**src/rtl/data_mem_arbiter.sv**
```systemverilog
// data_mem_arbiter: shares the single-port data memory between the CPU
// load/store port and a word-burst debug/DMA port.
//   clk, rst                  clock, synchronous active-high reset
//   cpu_* / cpu_stall         single-beat CPU access, zero latency when granted
//   dbg_* / dbg_gnt..dbg_err  debug burst request, beat strobe, read data, status
//   mem_*                     drive data_memory A/WD/WE/modeBU, mem_rd is its RD
// Optional macro ARB_ROUND_ROBIN_EN: alternate CPU/debug when both request in
// IDLE (starvation override still applies). Undefined: fixed CPU priority.
module data_mem_arbiter #(
  parameter int unsigned WIDTH      = 32,
  parameter int unsigned LEN_W      = 8,
  parameter int unsigned STARVE_MAX = 15
) (
  input  logic             clk,
  input  logic             rst,
  input  logic             cpu_req,
  input  logic             cpu_we,
  input  logic [2:0]       cpu_mode,
  input  logic [WIDTH-1:0] cpu_addr,
  input  logic [WIDTH-1:0] cpu_wdata,
  output logic             cpu_stall,
  output logic [WIDTH-1:0] cpu_rdata,
  input  logic             dbg_req,
  input  logic             dbg_we,
  input  logic [WIDTH-1:0] dbg_addr,
  input  logic [LEN_W-1:0] dbg_len,
  input  logic [WIDTH-1:0] dbg_wdata,
  output logic             dbg_gnt,
  output logic             dbg_beat,
  output logic             dbg_rvalid,
  output logic [WIDTH-1:0] dbg_rdata,
  output logic             dbg_done,
  output logic             dbg_err,
  output logic             mem_we,
  output logic [2:0]       mem_mode,
  output logic [WIDTH-1:0] mem_addr,
  output logic [WIDTH-1:0] mem_wd,
  input  logic [WIDTH-1:0] mem_rd
);

  localparam int unsigned CNT_W  = 4;
  localparam int unsigned WRAP_W = 17;
  localparam logic [2:0]  MODE_WORD = 3'b001;

  typedef enum logic {IDLE, DBG_BURST} state_t;

  state_t             state;
  logic [WIDTH-1:0]   addr_q;
  logic [LEN_W-1:0]   rem_q;
  logic               we_q;
  logic [CNT_W-1:0]   starve_cnt;

  logic               dbg_aligned;
  logic               starved;
  logic               dbg_turn;
  logic               cpu_gnt;
  logic               beat_we;
  logic               last_beat;
  logic [WIDTH-1:0]   next_addr;

`ifdef ARB_ROUND_ROBIN_EN
  logic               last_cpu;
`endif

  // Arbitration and memory bus mux
  always_comb begin
    dbg_aligned = (dbg_addr[1:0] == 2'b00);
    starved     = (starve_cnt == CNT_W'(STARVE_MAX));
`ifdef ARB_ROUND_ROBIN_EN
    dbg_turn    = starved | last_cpu;
`else
    dbg_turn    = starved;
`endif
    cpu_gnt   = 1'b0;
    dbg_gnt   = 1'b0;
    dbg_beat  = 1'b0;
    beat_we   = 1'b0;
    last_beat = 1'b0;
    mem_we    = 1'b0;
    mem_mode  = MODE_WORD;
    mem_addr  = '0;
    mem_wd    = '0;

    if (state == IDLE) begin
      if (dbg_req && dbg_aligned && (!cpu_req || dbg_turn)) begin
        dbg_gnt   = 1'b1;
        dbg_beat  = 1'b1;
        beat_we   = dbg_we;
        mem_addr  = dbg_addr;
        last_beat = (dbg_len == '0);
      end else if (cpu_req) begin
        cpu_gnt  = 1'b1;
        mem_we   = cpu_we;
        mem_mode = cpu_mode;
        mem_addr = cpu_addr;
        mem_wd   = cpu_wdata;
      end
    end else begin
      dbg_beat  = 1'b1;
      beat_we   = we_q;
      mem_addr  = addr_q;
      last_beat = (rem_q == LEN_W'(1));
    end

    if (dbg_beat) begin
      mem_we   = beat_we;
      mem_mode = MODE_WORD;
      mem_wd   = dbg_wdata;
    end

    cpu_stall = cpu_req & ~cpu_gnt;
    cpu_rdata = cpu_gnt ? mem_rd : '0;

    // Only the low 17 bits advance; the upper bits stay pinned to the base
    next_addr = {mem_addr[WIDTH-1:WRAP_W], mem_addr[WRAP_W-1:0] + WRAP_W'(4)};
  end

  // State, burst bookkeeping and registered status outputs
  always_ff @(posedge clk) begin
    if (rst) begin
      state      <= IDLE;
      addr_q     <= '0;
      rem_q      <= '0;
      we_q       <= 1'b0;
      starve_cnt <= '0;
      dbg_rvalid <= 1'b0;
      dbg_rdata  <= '0;
      dbg_done   <= 1'b0;
      dbg_err    <= 1'b0;
`ifdef ARB_ROUND_ROBIN_EN
      last_cpu   <= 1'b0;
`endif
    end else begin
      dbg_rvalid <= dbg_beat & ~beat_we;
      if (dbg_beat && !beat_we) dbg_rdata <= mem_rd;
      dbg_done   <= dbg_beat & last_beat;
      dbg_err    <= (state == IDLE) & dbg_req & ~dbg_aligned;

      if (dbg_gnt || !dbg_req)  starve_cnt <= '0;
      else if (!starved)        starve_cnt <= starve_cnt + CNT_W'(1);

      if (dbg_beat) addr_q <= next_addr;

`ifdef ARB_ROUND_ROBIN_EN
      if (cpu_gnt)      last_cpu <= 1'b1;
      else if (dbg_gnt) last_cpu <= 1'b0;
`endif

      case (state)
        IDLE: begin
          if (dbg_gnt) begin
            we_q  <= dbg_we;
            rem_q <= dbg_len;
            if (dbg_len != '0) state <= DBG_BURST;
          end
        end
        DBG_BURST: begin
          rem_q <= rem_q - LEN_W'(1);
          if (last_beat) state <= IDLE;
        end
        default: state <= IDLE;
      endcase
    end
  end

endmodule
```
**config.mk**
```make
export PLATFORM = sky130hd
export DESIGN_NAME = data_mem_arbiter
export DESIGN_NICKNAME = d
export VERILOG_FILES = /design/src/rtl/data_mem_arbiter.sv
export SDC_FILE = /design/constraint.sdc
export NUM_CORES = 1
export LEC_CHECK = 0
export ABC_CLOCK_PERIOD_IN_PS = 3200
export CORE_ASPECT_RATIO = 1.4
export CORE_MARGIN = 10
export CORE_UTILIZATION = 33
export CTS_CLUSTER_SIZE = 14
export DETAILED_ROUTE_END_ITERATION = 16
export PLACE_DENSITY = 0.76
export SLEW_MARGIN = 20
export SYNTH_ARGS = -nofsm -noshare
export SYNTH_HDL_FRONTEND = slang
export SYNTH_SLANG_ARGS = --single-unit
```
**constraint.sdc**
```tcl
create_clock -name clk -period 3.2 [get_ports clk]
set_clock_uncertainty 0.2 [all_clocks]
set_input_delay 0.64 -clock clk [delete_from_list [all_inputs] [get_ports clk]]
set_output_delay 0.64 -clock clk [all_outputs]
set_load 0.1 [all_outputs]
```
==> results of run 1 <==
critical path, cell delays in order:
cell	delay [ns]
dlygate4sd2_1	0.28
or3b_4	0.42
a21oi_2	0.15
nor2_1	0.10
inv_4	0.19
buf_6	0.18
a22o_4	0.16
buf_12	0.17
flip-flops by register name, indices dropped and copies added, names as in the netlist:
register    flops
dbg_done        1
dbg_rdata      32
dbg_rvalid      1
dbg_err         1
starve_cnt      4
rem_q           8
we_q            1
state           1
addr_q         32
through the flow:
stage               hold slack [ns]  utilization [%]    TNS, ns  power [mW]
floorplan                     0.227                -     -0.122        2.17
global placement              0.236             67.8      -6.64        2.93
detailed placement            0.245             67.8      -7.08        2.95
CTS                           0.253             70.5  -0.000655        4.01
global route                  0.271             71.4          0        4.12
finish                        0.251             71.4          0        4.00
worst paths after layout:
check,from,to
worst max-delay path,dbg_addr[1],mem_wd[1]
worst min-delay path,dbg_rdata[28],dbg_rdata[28]
worst max register to register,starve_cnt[0],addr_q[15]
worst min register to register,dbg_rdata[28],dbg_rdata[28]
per-layer routing:
metal  wire length, µm  vias up  track usage (%)
li1                  -     2861                -
met1              8080     2785             23.2
met2             12600      224             40.5
met3              2120       37             8.67
met4               558        0             7.39
met5                 0        -                0
kinds of logic (layout without fill, tap and decap cells):
kind of cell             count (synthesis)  count (layout)  synth area share, %
flip-flops                              81              81                 34.2
AO/OA/AOI/OAI                          177             177                 27.1
adder cells (fa/ha/maj)                  4               4                 1.05
buffers and inverters                   74             393                 7.62
multiplexers                             1               1                0.211
AND/OR/NAND/NOR                        289             289                 29.2
XOR/XNOR                                 4               4                0.738
other                                    0               1                    0
power groups by stage:
stage | logic [mW] | clock network [mW] | registers, mW
finish | 1.89 | 1.04 | 1.07
global route | 1.95 | 1.10 | 1.07
CTS | 1.88 | 1.06 | 1.07
detailed placement | 1.86 | 0 | 1.09
global placement | 1.84 | 0 | 1.09
floorplan | 0.975 | 0 | 1.19
area by class of cell:
type	instances	area, µm²
Multi-Input combinational cell	475	3110
Fill cell	1035	4020
Inverter	12	47.5
Timing Repair Buffer	366	4710
Tap cell	185	231
Antenna cell	1	2.50
Clock buffer	12	256
Clock inverter	3	40.0
Sequential cell	81	1620
placed cells by master (no fill, tap or decap), types with 4 or more instances in the layout:
master	count
nor4_1	4
nand3_1	27
nor3_1	9
o211ai_1	4
and3_1	6
a211oi_1	9
a21oi_1	70
a31oi_1	7
a22o_4	30
buf_4	69
nand2_1	153
and2_1	35
and2_2	4
buf_12	111
o2111a_1	4
a22oi_1	4
o21ai_0	8
dfxtp_1	80
clkdlybuf4s50_1	171
a221o_1	4
a221o_2	9
nor2_1	25
inv_1	8
clkbuf_16	12
repair_timing:
action	4_1_cts	5_1_grt
resized for setup	14	6
cloned	2	3
endpoints found under the setup margin	83	90
buffers inserted	0	3
pin swaps	2	1
==> results.yml, run 1 <==
outcome:
  status: "finished, final reports clean"
sta:
  report.final.hold_viol_count: 0
  fin_crit_sh_pct: 98.3
  setup_viol: 0
  rsz0062_at_grt: "false"
  fmax_mhz: 318
  slew_viol_final: 0
  worst_pin_slew_ns: 0.804
  maxSlewHeadroom_pct: 46.4
  worst_slack_ns: 0.0548
  fin_crit_ns: 3.15
cts:
  clk_pin_slew_ns: 0.06
  clock-sinks: 81
  cts_tree: "done"
  max-clock-path-buffers: 2
  htreeDepth: 3
  cts_buffers: 9
  worstSkewPairLatency_ns: 0.33
  cts-root-buf: "clkbuf_16"
  hold_buffers: 0
pwr:
  peakVddDrop_uv: 292
  power.density_mw_per_mm2: 399
  p_int_mw: 2.44
  switching_share_pct: 39.0
  switchingPower_mw: 1.56
  pwr-share-comb_pct: 47.3
  clkPwrFrac_pct: 26.0
  leakagePower_nw: 4.10
  pwr-share-seq_pct: 26.7
route:
  ant_nets: 0
  drtPass1Iterations: 5
  vias: 5907
  via_per_inst: 5.20
  wirelength_um: 23300
  drc_errors: 0
  drt_iter0_markers: 380
  routedWlPerCell_um: 20.6
global_routing:
  grt_usage_pct: 22.5
  grt_pass1_vias: 6088
  grt.overflow.total: 0
  grt_max_degree: 72
  grt_antenna_before_repair: 1
  grt_pass1_wl_um: 34700
floorplan:
  die_h_um: 162
  io_pins: 315
  num_rows: 51
  dieArea_mm2: 0.0196
  fp.dieW_um: 121
  initial_core_util_pct: 33.8
  fp.coreArea_mm2: 0.0140
critical_path:
  critPathKind: "primary input to output pin"
  regToRegSetupSlack_ns: 0.45
  end_kind: "output pin"
  cp_max_fo: 7
  reg2regPathDepth: 9
  required_ns: 2.36
  arrival_ns: 2.31
  startpoint_type: "primary input"
place:
  dpl.hpwl_um: 18300
  place_inst: 1111
  port_buffers: 314
  routabilityCongestion: 0.856
  pre_cts_ws_ns: -0.186
  placed_area_mm2: 0.00951
logic_synthesis:
  syn_nets: 811
  synth-warning-count: 0
  async_reset_ff_share_pct: 0
  ys_seq_elements: 81
  synth_top_area_share_pct: 34.2
  synth_top_cell_by_area: "dfxtp_1"
  synthFlopType: "dfxtp_1"
  synth_edf_count: 0
  ys_top_cells_by_count: "nand2_1, dfxtp_1, a21oi_1"
  syn_area_per_cell_um2: 7.53
  netlist_instances: 630
  yosysMostFrequentCell: "nand2_1"
  seq_area_frac_synth_pct: 34.2
  synth.distinct_cells: 60
  synthTopCellsByArea: "dfxtp_1, nand2_1, a21oi_1"
  syn-cell-area_mm2: 0.00475
finish:
  final_area_mm2: 0.0100
  drive_above_1_share_pct: 29.2
  num-nets-final: 1126
  layoutNonFillerInstCount: 1135
  area_growth_pct: 111
hold_path:
  holdPathStages: 2
  hold_path.class: "flop to flop"
job:
  max-cap-violations: 0
Power figures use the tool's default switching activity.
==> inputs of run 2 (changes only) <==
- MAX_ROUTING_LAYER: unset -> met4
- SLEW_MARGIN: 20 -> 5
- TNS_END_PERCENT: unset -> 10
==> run 2 against run 1 <==
Effect of this change:
- die area is the same
- total power grew 0.87%
- register-to-register slack lost 0.12 ns
- sequential power is essentially flat
- worst hold slack lost 0.0022 ns
- largest cell class unchanged
- first-iteration DRC count grew 29%
- count of clock-buffer cells in the layout shrank 1
- sequential share of layout area grew 0.16 points
==> results.yml, run 2 (synthesis results as in run 1) <==
route:
  drt_iter0_markers: 490
  via_per_inst: 5.19
  routedWlPerCell_um: 20.7
  drc_errors: 0
  vias: 5990
  drtPass1Iterations: 5
  ant_nets: 0
  wirelength_um: 23900
cts:
  clock-sinks: 81
  clk_pin_slew_ns: 0.06
  cts_tree: "done"
  max-clock-path-buffers: 2
  cts-root-buf: "clkbuf_16"
  cts_buffers: 9
  worstSkewPairLatency_ns: 0.33
  htreeDepth: 3
  hold_buffers: 0
pwr:
  power.density_mw_per_mm2: 406
  leakagePower_nw: 4.06
  peakVddDrop_uv: 340
  p_total_mw: 4.03
finish:
  num-nets-final: 1144
  drive_above_1_share_pct: 30.4
  layout_commonest_cell: "clkdlybuf4s50_1"
  layoutNonFillerInstCount: 1154
  postLayoutCoreUtil_pct: 70.8
  mostFrequentLayoutCells: "clkdlybuf4s50_1, nand2_1, buf_12, buf_4, dfxtp_1"
  reg_top3: "addr_q (32), dbg_rdata (32), rem_q (8)"
  area_growth_pct: 109
  layout.filler_cells: 1055
sta:
  setup_viol: 0
  maxSlewHeadroom_pct: 58.6
  worst_pin_slew_ns: 0.617
  report.final.hold_viol_count: 0
  fin_crit_sh_pct: 99.0
  fin_crit_ns: 3.17
  rsz0062_at_grt: "true"
  tns_ns: 0
  fmax_mhz: 316
  hold_ws_ns: 0.248
  slew_viol_final: 0
critical_path:
  crit_start: "dbg_req"
  reg2regPathDepth: 13
  critPathBufInv: 6
  r2r-end: "addr_q[8]"
  path_delay_family: "buffers and inverters"
  critPathKind: "primary input to output pin"
  max_stage_delay_ns: 0.28
  crit_path_frequent_cell: "buf_12"
  required_ns: 2.36
  arrival_ns: 2.33
  r2r_start: "starve_cnt[0]"
  startpoint_type: "primary input"
  path_cells: "dlygate4sd2_1 > or3b_4 > a21oi_4 > nor2_2 > clkinv_2 > buf_4 > buf_12 > buf_16 > a22o_2 > buf_12"
  cp_max_fo: 17
  regToRegSetupSlack_ns: 0.33
  end_kind: "output pin"
  cpMaxStageDelayCell: "a22o_2"
place:
  routabilityCongestion: 0.880
  place_inst: 1128
  dpl.hpwl_um: 19000
  port_buffers: 314
floorplan:
  num_rows: 51
  fp.dieW_um: 121
  fp.coreArea_mm2: 0.0140
  io_pins: 315
  die_h_um: 162
  initial_core_util_pct: 33.8
  dieArea_mm2: 0.0196
job:
  max-cap-violations: 0
outcome:
  status: "finished, final reports clean"
global_routing:
  grt_max_degree: 56
  gr-max-usage-layer: "met2"
  use_met2_pct: 41.3
  grt_usage_pct: 23.9
  grt_antenna_before_repair: 1
  grt_pass1_wl_um: 35900
  grtUsageMet1_pct: 26.7
  grt_pass1_vias: 6032
  grt_use_met3_pct: 6.84
  grt.overflow.total: 0
hold_path:
  min_from: "dbg_rdata[30]"
  hold_path_end: "dbg_rdata[30]"
  holdPathStages: 2
  hold_path.class: "flop to flop"
[run 2: final cells by class]
| class | count | area (µm²) | share of cell area [%] |
|---|---|---|---|
| tap | 185 | 231 | 2.33 |
| antenna | 1 | 2.50 | 0.0252 |
| clock inverter | 5 | 78.8 | 0.793 |
| sequential | 81 | 1630 | 16.4 |
| clock buffer | 11 | 243 | 2.44 |
| inverter | 12 | 47.5 | 0.478 |
| multi-input combinational | 475 | 2930 | 29.5 |
| timing repair buffer | 384 | 4780 | 48.1 |
[run 2: worst max path at each step]
stage / to / slack, ns / cells past startpoint
finish: mem_wd[29] / 0.03 / 10
global route: mem_wd[4] / -0.003 / 10
CTS: mem_addr[4] / 0.009 / 8
detailed placement: addr_q[15] / -0.12 / 9
global placement: cpu_rdata[16] / -0.16 / 7
floorplan: mem_wd[29] / -0.20 / 7
[run 2: power by group]
group,leakage (nW),internal (mW),switching (mW),total (mW)
Sequential,0.658,1.04,0.0245,1.07
Combinational,3.25,0.729,1.12,1.85
Clock,0.159,0.704,0.409,1.11
[run 2: timing repair]
action / CTS / global route
gates resized for setup: 14 / 12
endpoints found under the setup margin: 100 / 44
cloned: 2 / 0
pin swaps: 2 / 4
buffers inserted: 5 / 2
[run 2: metal layers]
metal  vias up  share of wire, %  routed length [µm]
li1       2886                 -                   -
met1      2848                38                9040
met2       233                53               12700
met3        23               7.3                1750
met4         0               1.5                 368
met5         -                 0                   0
[run 2: worst register-to-register path: stages, from the launching register on]
cell,delay [ns]
dfxtp_1,0.39
ha_2,0.24
and3_2,0.27
a21boi_4,0.09
buf_4,0.15
buf_12,0.12
a222oi_1,0.31
inv_2,0.10
buf_4,0.15
ha_4,0.17
nand4_4,0.12
nand2b_4,0.16
mux2i_1,0.18
o211a_1,0.16
[run 2: through the flow]
step	worst slack, ns	cell area (µm²)
floorplan	-0.198	4860
global placement	-0.160	9420
finish	0.0311	9940
CTS	0.00891	9870
global route	-0.00341	9940
detailed placement	-0.125	9420
==> inputs of run 3 (changes only) <==
- CORE_MARGIN: 10 -> 3
==> run 3 against run 2 <==
Effect of this change:
- routed wire length shrank 12%
- via count shrank 1.2%
- worst hold slack gained 0.0021 ns
- non-clock buffer count shrank 14
- cell area shrank 2.4%
- clock power shrank 5%
- critical endpoint is now mem_addr[16]
- register-to-register slack gained 0.11 ns
- setup slack gained 0.061 ns
- largest power group unchanged
- global-route usage grew 2.3 points
==> results.yml, run 3 (synthesis results as in run 1) <==
sta:
  rsz0062_at_grt: "false"
  fin_crit_sh_pct: 97.1
  hold_ws_ns: 0.250
  report.final.hold_viol_count: 0
  maxSlewHeadroom_pct: 47.0
  slew_viol_final: 0
  fmax_mhz: 322
  setup_viol: 0
  worst_pin_slew_ns: 0.795
  fin_crit_ns: 3.11
critical_path:
  critPathKind: "primary input to output pin"
  end_kind: "output pin"
  regToRegSetupSlack_ns: 0.44
  crit_start: "dbg_addr[1]"
  cp_max_fo: 3
  reg2regPathDepth: 10
  arrival_ns: 2.27
  startpoint_type: "primary input"
  required_ns: 2.36
  r2r-end: "addr_q[13]"
  r2r_start: "starve_cnt[0]"
global_routing:
  grt_pass1_wl_um: 31800
  grt.overflow.total: 0
  grt_antenna_before_repair: 0
  grt_max_degree: 72
  grt_usage_pct: 26.2
  grt_pass1_vias: 5906
cts:
  cts-root-buf: "clkbuf_16"
  hold_buffers: 0
  cts_buffers: 9
  htreeDepth: 3
  worstSkewPairLatency_ns: 0.33
  clock-sinks: 81
  max-clock-path-buffers: 2
  cts_tree: "done"
  clk_pin_slew_ns: 0.06
floorplan:
  io_pins: 315
  dieArea_mm2: 0.0159
  initial_core_util_pct: 34.0
  fp.dieW_um: 107
  die_h_um: 148
  fp.coreArea_mm2: 0.0140
  num_rows: 51
route:
  routedWlPerCell_um: 18.5
  drc_errors: 0
  drtPass1Iterations: 7
  ant_nets: 0
  drt_iter0_markers: 273
  wirelength_um: 21100
  vias: 5918
  via_per_inst: 5.20
finish:
  layout.filler_cells: 1068
  drive_above_1_share_pct: 29.4
  layoutNonFillerInstCount: 1139
  area_growth_pct: 104
  reg_top3: "addr_q (32), dbg_rdata (32), rem_q (8)"
  diodes: 0
  layout_commonest_cell: "clkdlybuf4s50_1"
  mostFrequentLayoutCells: "clkdlybuf4s50_1, nand2_1, buf_12, buf_4, dfxtp_1"
  postLayoutCoreUtil_pct: 69.4
  num-nets-final: 1130
place:
  port_buffers: 314
  routabilityCongestion: 0.877
  place_inst: 1117
  dpl.hpwl_um: 16600
hold_path:
  min_from: "dbg_rdata[21]"
  hold_path_end: "dbg_rdata[21]"
  hold_path.class: "flop to flop"
  holdPathStages: 2
job:
  max-cap-violations: 0
outcome:
  status: "finished, final reports clean"
pwr:
  power.density_mw_per_mm2: 407
  leakagePower_nw: 3.94
  peakVddDrop_uv: 346
-- run 3: changes by cell type in the layout (fill, tap and decap cells not counted), sizes merged --
cell           change
bufbuf             -1
clkdlybuf4s15      -1
buf               -13
diode              -1
clkinv             -1
bufinv             -1
dlygate4sd2        +2
clkinvlp           +1
-- run 3: metal layers --
metal | global-route usage, % | share of wire (%)
met4 | 6.25 | 1.6
met5 | - | 0
met3 | 5.81 | 7.0
met2 | 45.4 | 52
met1 | 30.9 | 39
-- run 3: final cells by class --
cell class	instances	area, µm²	area share (%)
Inverter	12	46.3	0.477
Clock inverter	4	51.3	0.529
Clock buffer	12	256	2.64
Tap cell	185	231	2.39
Multi-Input combinational cell	475	2890	29.8
Timing Repair Buffer	370	4600	47.4
Sequential cell	81	1620	16.7
-- run 3: what timing repair did --
action | CTS | global route
pin swaps | 0 | 0
setup buffers | 5 | 0
gates cloned | 1 | 0
gates resized for setup | 16 | 2
setup endpoints to repair | 99 | 35
hold endpoints to repair | 0 | 0
-- run 3: where the power goes --
group | leakage [nW] | switching (mW) | total [mW] | internal, mW
Clock | 0.149 | 0.412 | 1.06 | 0.648
Sequential | 0.657 | 0.0224 | 1.07 | 1.04
Combinational | 3.14 | 1.11 | 1.82 | 0.709
-- run 3: stage by stage --
step                setup slack (ns)  area (µm²)  power (mW)  setup TNS (ns)
finish                        0.0922        9700        3.95               0
global route                  0.0283        9700        4.08               0
CTS                           0.0683        9700        3.98               0
detailed placement            -0.185        9300        2.89          -11.55
global placement              -0.121        9300        2.88           -8.11
floorplan                     -0.198        4860        2.13           -3.44
-- run 3: worst max path at each step --
stage | endpoint | slack [ns] | cells after the start
6_report | mem_addr[16] | 0.09 | 8
2_1_floorplan | mem_wd[29] | -0.20 | 7
5_1_grt | mem_addr[16] | 0.03 | 8
3_3_place_gp | mem_wd[14] | -0.12 | 7
4_1_cts | mem_wd[9] | 0.07 | 8
3_5_place_dp | mem_wd[9] | -0.18 | 7
-- run 3: critical path: stages --
cell	delay, ns
dlygate4sd2_1	0.28
or3b_4	0.41
a21oi_2	0.14
buf_4	0.14
buf_4	0.12
and3_1	0.16
a221o_1	0.18
buf_12	0.19
==> RTL change (settings of run 3) <==
Set the parameter `WIDTH` to 40 (it was 32).
--- a/src/rtl/data_mem_arbiter.sv
+++ b/src/rtl/data_mem_arbiter.sv
@@ -9,3 +9,3 @@
 module data_mem_arbiter #(
-  parameter int unsigned WIDTH      = 32,
+  parameter int unsigned WIDTH      = 40,
   parameter int unsigned LEN_W      = 8,
Interface: changed (9 resized); port bits go from 315 to 387. The function was not compared with the original's and may differ.
==> RTL change against run 3 <==
Register-to-register slack worse by 0.24 ns; power is 18% higher; synthesized area is 19% higher; critical path depth is 1 higher; first-iteration DRC count is 98% higher; wire length is 39% higher; sequential cell count is 16 higher; setup slack worse by 0.083 ns; design area is 27% higher; sequential power is 19% higher; global-route usage is 3.7 points higher; critical endpoint is now mem_addr[6]; largest power group unchanged; highest routed layer unchanged.
==> RTL change: results (changes against run 3) <==
<table>
<tr><th>Metric</th><th>Value</th></tr>
<tr><th colspan="2">Min path</th></tr>
<tr><td>Worst min-delay path startpoint</td><td>dbg_rdata[26]</td></tr>
<tr><th colspan="2">Yosys</th></tr>
<tr><td>Syn Nets</td><td>992 (+22%)</td></tr>
<tr><td>Commonest cells in the synthesized netlist</td><td>nand2_1 (212), dfxtp_1 (97), a21oi_1 (86)</td></tr>
<tr><td>Synthesized cell area</td><td>5660 um^2 (+19%)</td></tr>
<tr><td>Synth unique cells</td><td>65 (+8.3%)</td></tr>
<tr><th colspan="2">Global routing</th></tr>
<tr><td>First-pass GRT wire length</td><td>41700 um (+31%)</td></tr>
<tr><td>Global routing met3 resource utilization</td><td>0.0878 (+0.0297)</td></tr>
<tr><td>Global-route met1 utilization</td><td>0.357 (+0.0487)</td></tr>
<tr><th colspan="2">Layout</th></tr>
<tr><td>FFs &amp; Latches</td><td>97 (+20%)</td></tr>
<tr><td>Sequential fraction of total cell area</td><td>0.157 (-0.0101)</td></tr>
<tr><td>Non-clock buffer contribution to total cell area</td><td>0.501 (+0.0264)</td></tr>
<tr><td>Net count, final</td><td>1422 (+26%)</td></tr>
<tr><td>Fraction of final layout cells sized beyond drive strength 1</td><td>0.320 (+0.0260)</td></tr>
<tr><td>FILL cells</td><td>1166 (+9.2%)</td></tr>
<tr><td>Number of antenna repair diodes</td><td>1 (+1)</td></tr>
<tr><td>Layout inverter count without the clock tree</td><td>15 (+3)</td></tr>
<tr><td>Clock tree buffer count of the final layout</td><td>9 (-3)</td></tr>
<tr><th colspan="2">Worst setup path</th></tr>
<tr><td>End of the worst register-to-register path</td><td>addr_q[16]</td></tr>
<tr><th colspan="2">Power and ir drop</th></tr>
<tr><td>NetSw</td><td>1.94 mW (+26%)</td></tr>
<tr><td>Combinational logic power</td><td>2.36 mW (+30%)</td></tr>
<tr><th colspan="2">Detailed routing</th></tr>
<tr><td>Number of design-rule violations left by the first detailed-router iteration</td><td>540 (+98%)</td></tr>
<tr><td>Number of detailed-route iterations in the first pass</td><td>5 (-2)</td></tr>
<tr><td>Post-DR wirelength/cell</td><td>20.8 um (+13%)</td></tr>
<tr><th colspan="2">STA</th></tr>
<tr><td>Headroom to the max-slew limit</td><td>0.591 (+0.121)</td></tr>
<tr><td>Fin Hold WS</td><td>0.251 ns (+0.000729 ns)</td></tr>
<tr><th colspan="2">Placement</th></tr>
<tr><td>Post-detail-place hpwl</td><td>22300 um (+35%)</td></tr>
<tr><th colspan="2">Status</th></tr>
<tr><td>Result of the run</td><td>completed</td></tr>
</table>
==> RTL change: changes by cell type after synthesis, moves of 6 or more <==
cell / before / now
a21oi_1: 70 / 86
nand3b_1: 1 / 8
clkbuf_1: 38 / 46
o211ai_1: 4 / 10
a22o_1: 34 / 42
nand3_1: 29 / 37
and2_1: 41 / 49
buf_4: 18 / 27
nand2_1: 153 / 212
dfxtp_1: 81 / 97
==> RTL change: stage by stage <==
stage	area, um^2	setup TNS (ns)	cells	util	setup WS [ns]
6_report	12400	0	1409	0.735	0.00935
5_1_grt	12400	-0.0661	1409	0.735	-0.0186
4_1_cts	12100	-0.521	1393	0.721	-0.0400
3_5_place_dp	11500	-30.73	1365	0.684	-0.356
3_3_place_gp	11500	-27.27	1365	0.684	-0.318
2_1_floorplan	5910	-7.98	771	-	-0.184
==> RTL change: cell families (layout without fill, tap and decap cells) <==
family,count (synthesis),count (layout),synth area share
simple gates,368,368,0.302
compound gates,203,203,0.256
flops,97,97,0.343
buf+inv,96,530,0.0854
fa+ha+maj,4,4,0.00885
xor+xnor,2,2,0.00310
mux,1,1,0.00177
other cells,0,1,0
==> RTL change: timing repair <==
action | 4_1_cts | 5_1_grt
endpoints found under the setup margin | 126 | 112
pin swaps | 9 | 6
gates resized for setup | 40 | 15
buffers inserted | 13 | 12
gates cloned | 3 | 3
==> RTL change: worst max-delay path by stage <==
| stage | from | cells past startpoint | endpoint |
|---|---|---|---|
| final | dbg_req | 9 | mem_addr[6] |
| after CTS | cpu_req | 7 | mem_addr[6] |
| after detailed placement | dbg_req | 8 | mem_wd[25] |
| after global placement | dbg_req | 9 | mem_wd[25] |
| after floorplan | cpu_req | 6 | cpu_rdata[1] |
| after global routing | starve_cnt[0] | 7 | mem_addr[6] |
